==> src/rtl/lfu_pkg.sv <==
// Shared constants and types for the LFU buffer scheduler.
package lfu_pkg;
  localparam int NUM_BUF   = 4;
  localparam int BUF_W     = 2;
  localparam int NUM_REQ   = 2;
  localparam int CNT_W_DEF = 3;

  localparam logic REQ_REF = 1'b0;
  localparam logic REQ_NEW = 1'b1;

  typedef logic [BUF_W-1:0] buf_idx_t;
endpackage

==> src/rtl/lfu_min_sel.sv <==
// Combinational minimum finder over the buffer use counters; ties resolve to the lowest index.
module lfu_min_sel
  import lfu_pkg::*;
#(
  parameter int CNT_W = CNT_W_DEF
) (
  input  logic [NUM_BUF-1:0][CNT_W-1:0] cnt,
  output buf_idx_t                      idx
);
  logic [CNT_W-1:0] best;

  // Strict less-than keeps the earliest index on equal counts.
  always_comb begin
    idx  = '0;
    best = cnt[0];
    for (int i = 1; i < NUM_BUF; i++) begin
      if (cnt[i] < best) begin
        idx  = buf_idx_t'(i);
        best = cnt[i];
      end
    end
  end
endmodule

==> src/rtl/lfu_buf_sched.sv <==
// Two-requester round-robin front end for a four-buffer pool with LFU replacement and counter aging.
module lfu_buf_sched
  import lfu_pkg::*;
#(
  parameter int CNT_W    = CNT_W_DEF,
  parameter int CNT_INIT = 1
) (
  input  logic                     clk,
  input  logic                     rst_n,
  input  logic [NUM_REQ-1:0]       req_vld,
  input  logic [NUM_REQ-1:0]       req_new,
  input  logic [NUM_REQ*BUF_W-1:0] req_buf,
  output logic [NUM_REQ-1:0]       ack,
  output logic [BUF_W-1:0]         ack_buf,
  output logic                     ack_new,
  output logic [NUM_BUF*CNT_W-1:0] cnt_flat
);
  localparam logic [CNT_W-1:0] CNT_MAX = '1;
  localparam logic [CNT_W-1:0] CNT_RST = CNT_W'(CNT_INIT);

  logic [NUM_BUF-1:0][CNT_W-1:0] cnt, cnt_nxt;
  logic [NUM_REQ-1:0][BUF_W-1:0] bufs;
  logic [NUM_REQ-1:0]            elig;
  logic                          rr, any, win, sel_new;
  buf_idx_t                      sel_buf, victim, tgt;

  assign bufs     = req_buf;
  assign cnt_flat = cnt;

  // A request already acked this cycle is masked so a held request is not taken twice.
  assign elig    = req_vld & ~ack;
  assign any     = |elig;
  assign win     = (&elig) ? rr : elig[1];
  assign sel_new = (req_new[win] == REQ_NEW);
  assign sel_buf = bufs[win];
  assign tgt     = sel_new ? victim : sel_buf;

  lfu_min_sel #(.CNT_W(CNT_W)) u_min_sel (
    .cnt (cnt),
    .idx (victim)
  );

  // Hitting a saturated counter halves the whole bank before the increment.
  always_comb begin
    cnt_nxt = cnt;
    if (any) begin
      if (sel_new) begin
        cnt_nxt[victim] = CNT_RST;
      end else if (cnt[sel_buf] == CNT_MAX) begin
        for (int i = 0; i < NUM_BUF; i++) cnt_nxt[i] = cnt[i] >> 1;
        cnt_nxt[sel_buf] = (CNT_MAX >> 1) + CNT_W'(1);
      end else begin
        cnt_nxt[sel_buf] = cnt[sel_buf] + CNT_W'(1);
      end
    end
  end

  always_ff @(posedge clk or negedge rst_n) begin
    if (!rst_n) begin
      cnt     <= {NUM_BUF{CNT_RST}};
      ack     <= '0;
      ack_buf <= '0;
      ack_new <= 1'b0;
      rr      <= 1'b0;
    end else begin
      ack <= '0;
      if (any) begin
        cnt      <= cnt_nxt;
        ack[win] <= 1'b1;
        ack_buf  <= tgt;
        ack_new  <= sel_new;
        rr       <= ~win;
      end
    end
  end
endmodule

==> config.mk <==
export PLATFORM = sky130hd
export DESIGN_NAME = lfu_buf_sched
export DESIGN_NICKNAME = d
export VERILOG_FILES = /design/src/rtl/lfu_pkg.sv /design/src/rtl/lfu_min_sel.sv /design/src/rtl/lfu_buf_sched.sv
export SDC_FILE = /design/constraint.sdc
export NUM_CORES = 1
export LEC_CHECK = 0
export CORE_MARGIN = 2
export CORE_UTILIZATION = 57
export DETAILED_ROUTE_END_ITERATION = 10
export PLACE_DENSITY = 0.95
export SLEW_MARGIN = 40
export SYNTH_ARGS = -nofsm -noshare
export SYNTH_HDL_FRONTEND = slang
export SYNTH_SLANG_ARGS = --single-unit
==> constraint.sdc <==
create_clock -name clk -period 7.3 [get_ports clk]
set_input_delay 1.46 -clock clk [delete_from_list [all_inputs] [get_ports clk]]
set_output_delay 1.46 -clock clk [all_outputs]
set_load 0.02 [all_outputs]
==> results by group <==
Clock network
  – CTS H-tree lvls: 1
  – Post_cts resized: 0
  – Root Driver: clkbuf_4
  – Clk Latency, worst-skew pair: 0.30 ns
  – Total CTS buffers: 3
  – Clock transition at the registers of the reported paths: 0.10 ns
  – CTS sink count: 18
  – Post-CTS setup buffer count: 0
  – Hold buffer count at cts: 0
  – TritonCTS clock tree: yes
  – Max Buffers Root-to-Sink: 2

Floorplan
  – Die Y: between 50 and 60 um
  – I/O Pins: 27
  – Core area: roughly 2500 um2
  – Starting density of the core: 0.609
  – FP Rows: 18
  – Die area: 3100 um2
  – Chip Width: around 56 um

STA
  – Final worst path period need: between 4 and 5 ns
  – WHS: 0.523 ns
  – Clock Skews: between 0.0009 and 0.001 ns
  – F_max: 211 MHz
  – Final period util: 0.650
  – Max-Slew Margin vs Limit: 0.613
  – RSZ-0062 raised after global routing: no
  – Final Hold Viols: 0
  – Slew Viols, Final: 0
  – Worst-Margin Slew: ~0.56 ns
  – Final setup viols: 0
  – Setup TNS: 0 ns

Synthesis
  – Top post-synthesis cells by count: nor2_1 (18), nand2_1 (16), a21oi_1 (15), dfrtp_1 (14), inv_1 (13)
  – Post-Synthesis Cell Area: about 1500 um2
  – Ys flop type: dfrtp_1
  – Register area share after synthesis: 0.299
  – Yosys warning total: 0
  – Syn_nets: between 150 and 200
  – Synth Register Bits: 18
  – Top-count cell post-synth: nor2_1
  – Yosys cell types: 54
  – Fraction of registers with async set or reset after synthesis: 1.00
  – Synth area leaders: dfrtp_1 (23%), ha_1 (8.2%), dfstp_2 (6.9%), a21oi_1 (4.9%), nor2_1 (4.4%)
  – Largest area contributor in the netlist: dfrtp_1
  – Number of synthesized flops with an enable pin: 0
  – Post-synth top area share: 0.230
  – Syn Area/Cell: approximately 9 um2
  – Mapped Cells: around 170

Layout
  – Layout cell share with drive strength beyond 1: 0.114
  – Synthesis-to-layout area growth: 21.4%
  – Final Util: 0.739
  – Nets@finish: 223
  – Inserted Diodes: 0
  – Final Non-Filler Cells: 232

Route
  – Vias/cell: 6.73
  – Routed Antenna Nets: 0
  – Vias post-DR: about 1,600
  – WL per Instance: approximately 18 um
  – Final wirelength: 4180 um
  – Drc violations: 0
  – Initial DRC count: 78
  – Pre-antenna DRT Iters: 6

Critical path
  – Critical Path RT: roughly 7.5 ns
  – Worst setup EP type: register
  – CP Max Fanout: 12
  – Crit path launch type: input port
  – Critical path class: in2reg
  – WP data arrival: between 4 and 5 ns

Outcome
  – Outcome: finished clean

Placement
  – IO buf count: 26
  – Detail Placement HPWL: around 3300 um
  – Gp weighted congestion: approximately 1.0
  – Dpl cells: 228

Power
  – Sw Pwr: ~440 uW
  – Max IR drop VDD: 0.417 mV
  – Switching part of the total: 0.498
  – Pwr Total: approximately 900 uW
  – Part of the power in combinational logic: 0.698
  – Pwr Density: roughly 480 nW/um2
  – Flop pwr share: 0.232
  – LEAKAGE: just under 0.0008 uW
  – Clock share of power: 0.070
  – Internal: roughly 440 uW

Global routing
  – Global route overflow: 0
  – First-pass GRT wire length: 6930 um
  – GR Util All Layers: 0.282
  – Pin count of the biggest net entering global routing: 19
  – Vias in the first global route: between 1,500 and 2,000
  – Initial antenna violation count: 0

Worst hold path
  – Worst Hold Class: reg2reg

Run
  – Max cap viols: 0
[final timing paths]
path | from | to | slack (ns) | cells past startpoint
max in group asynchronous | rst_n | cnt_flat[0] | 5.92 | 1
setup / recovery | req_vld[1] | cnt_flat[0] | 2.55 | 10
min in group asynchronous | rst_n | cnt_flat[10] | 1.06 | 1
setup reg to reg | cnt_flat[2] | cnt_flat[4] | 2.89 | 17
hold / removal | ack_new | ack_new | 0.52 | 2
hold reg to reg | ack_new | ack_new | 0.52 | 2
[cell families after synthesis]
logic type	count (synthesis)	synth area share
and+or+nand+nor	61	0.229
DFF	18	0.299
AOI/OAI and AO/OA	62	0.285
buffers and inverters	14	0.0345
adders and majority gates	10	0.0822
muxes	8	0.0699
[placed cells by master, fill, tap and decap left out, types with 4 or more instances in the layout]
cell / instances
a21oi_1: 15
a22o_1: 4
clkdlybuf4s50_1: 25
dfrtp_1: 14
dfstp_2: 4
ha_1: 10
inv_1: 13
mux2i_1: 5
nand2_1: 16
nand3_1: 5
nor2_1: 18
o21ai_0: 8
o21ai_1: 7
[layer usage]
metal / up-vias / track usage / routed length, um
met1: 711 / 0.361 / 1690
met2: 119 / 0.435 / 1920
met4: 0 / 0.160 / 187
li1: 702 / - / -
met5: - / 0 / 0
met3: 30 / 0.0651 / 387
[power by group through the flow]
stage / Sequential [uW] / Clock (uW) / Combinational [uW]
after floorplan: 238 / 0 / 371
after global placement: 204 / 0 / 578
after detailed placement: 205 / 0 / 601
after CTS: 203 / 62.9 / 604
after global routing: 211 / 66.9 / 668
final: 205 / 61.6 / 617
[flip-flops by register name, summed over array words and instances, names as in the netlist]
signal,cells
rr,1
cnt_flat,12
ack_new,1
ack,2
ack_buf,2
[through the flow]
stage	setup WS, ns	area (um2)
2_1_floorplan	3.26	1520
3_3_place_gp	2.50	1820
3_5_place_dp	2.33	1820
4_1_cts	2.67	1850
5_1_grt	2.39	1850
6_report	2.55	1850
[final cells by class]
class | instances | area [um2]
multi-input combinational | 141 | 1010
fill | 176 | 653
sequential | 18 | 455
clock buffer | 4 | 36.3
timing repair buffer | 26 | 255
inverter | 13 | 48.8
tap | 30 | 37.5
[worst max-delay path, cell delays in order]
cell and delay, ns:
clkdlybuf4s50_1 0.53, nand2b_4 0.11, nor2_4 0.27, mux2i_1 0.49, mux4_2 0.57, ha_1 0.21, ha_1 0.35, o41ai_1 0.63
nor2_1 0.15, o22a_1 0.23
Power figures use the tool's default switching activity.
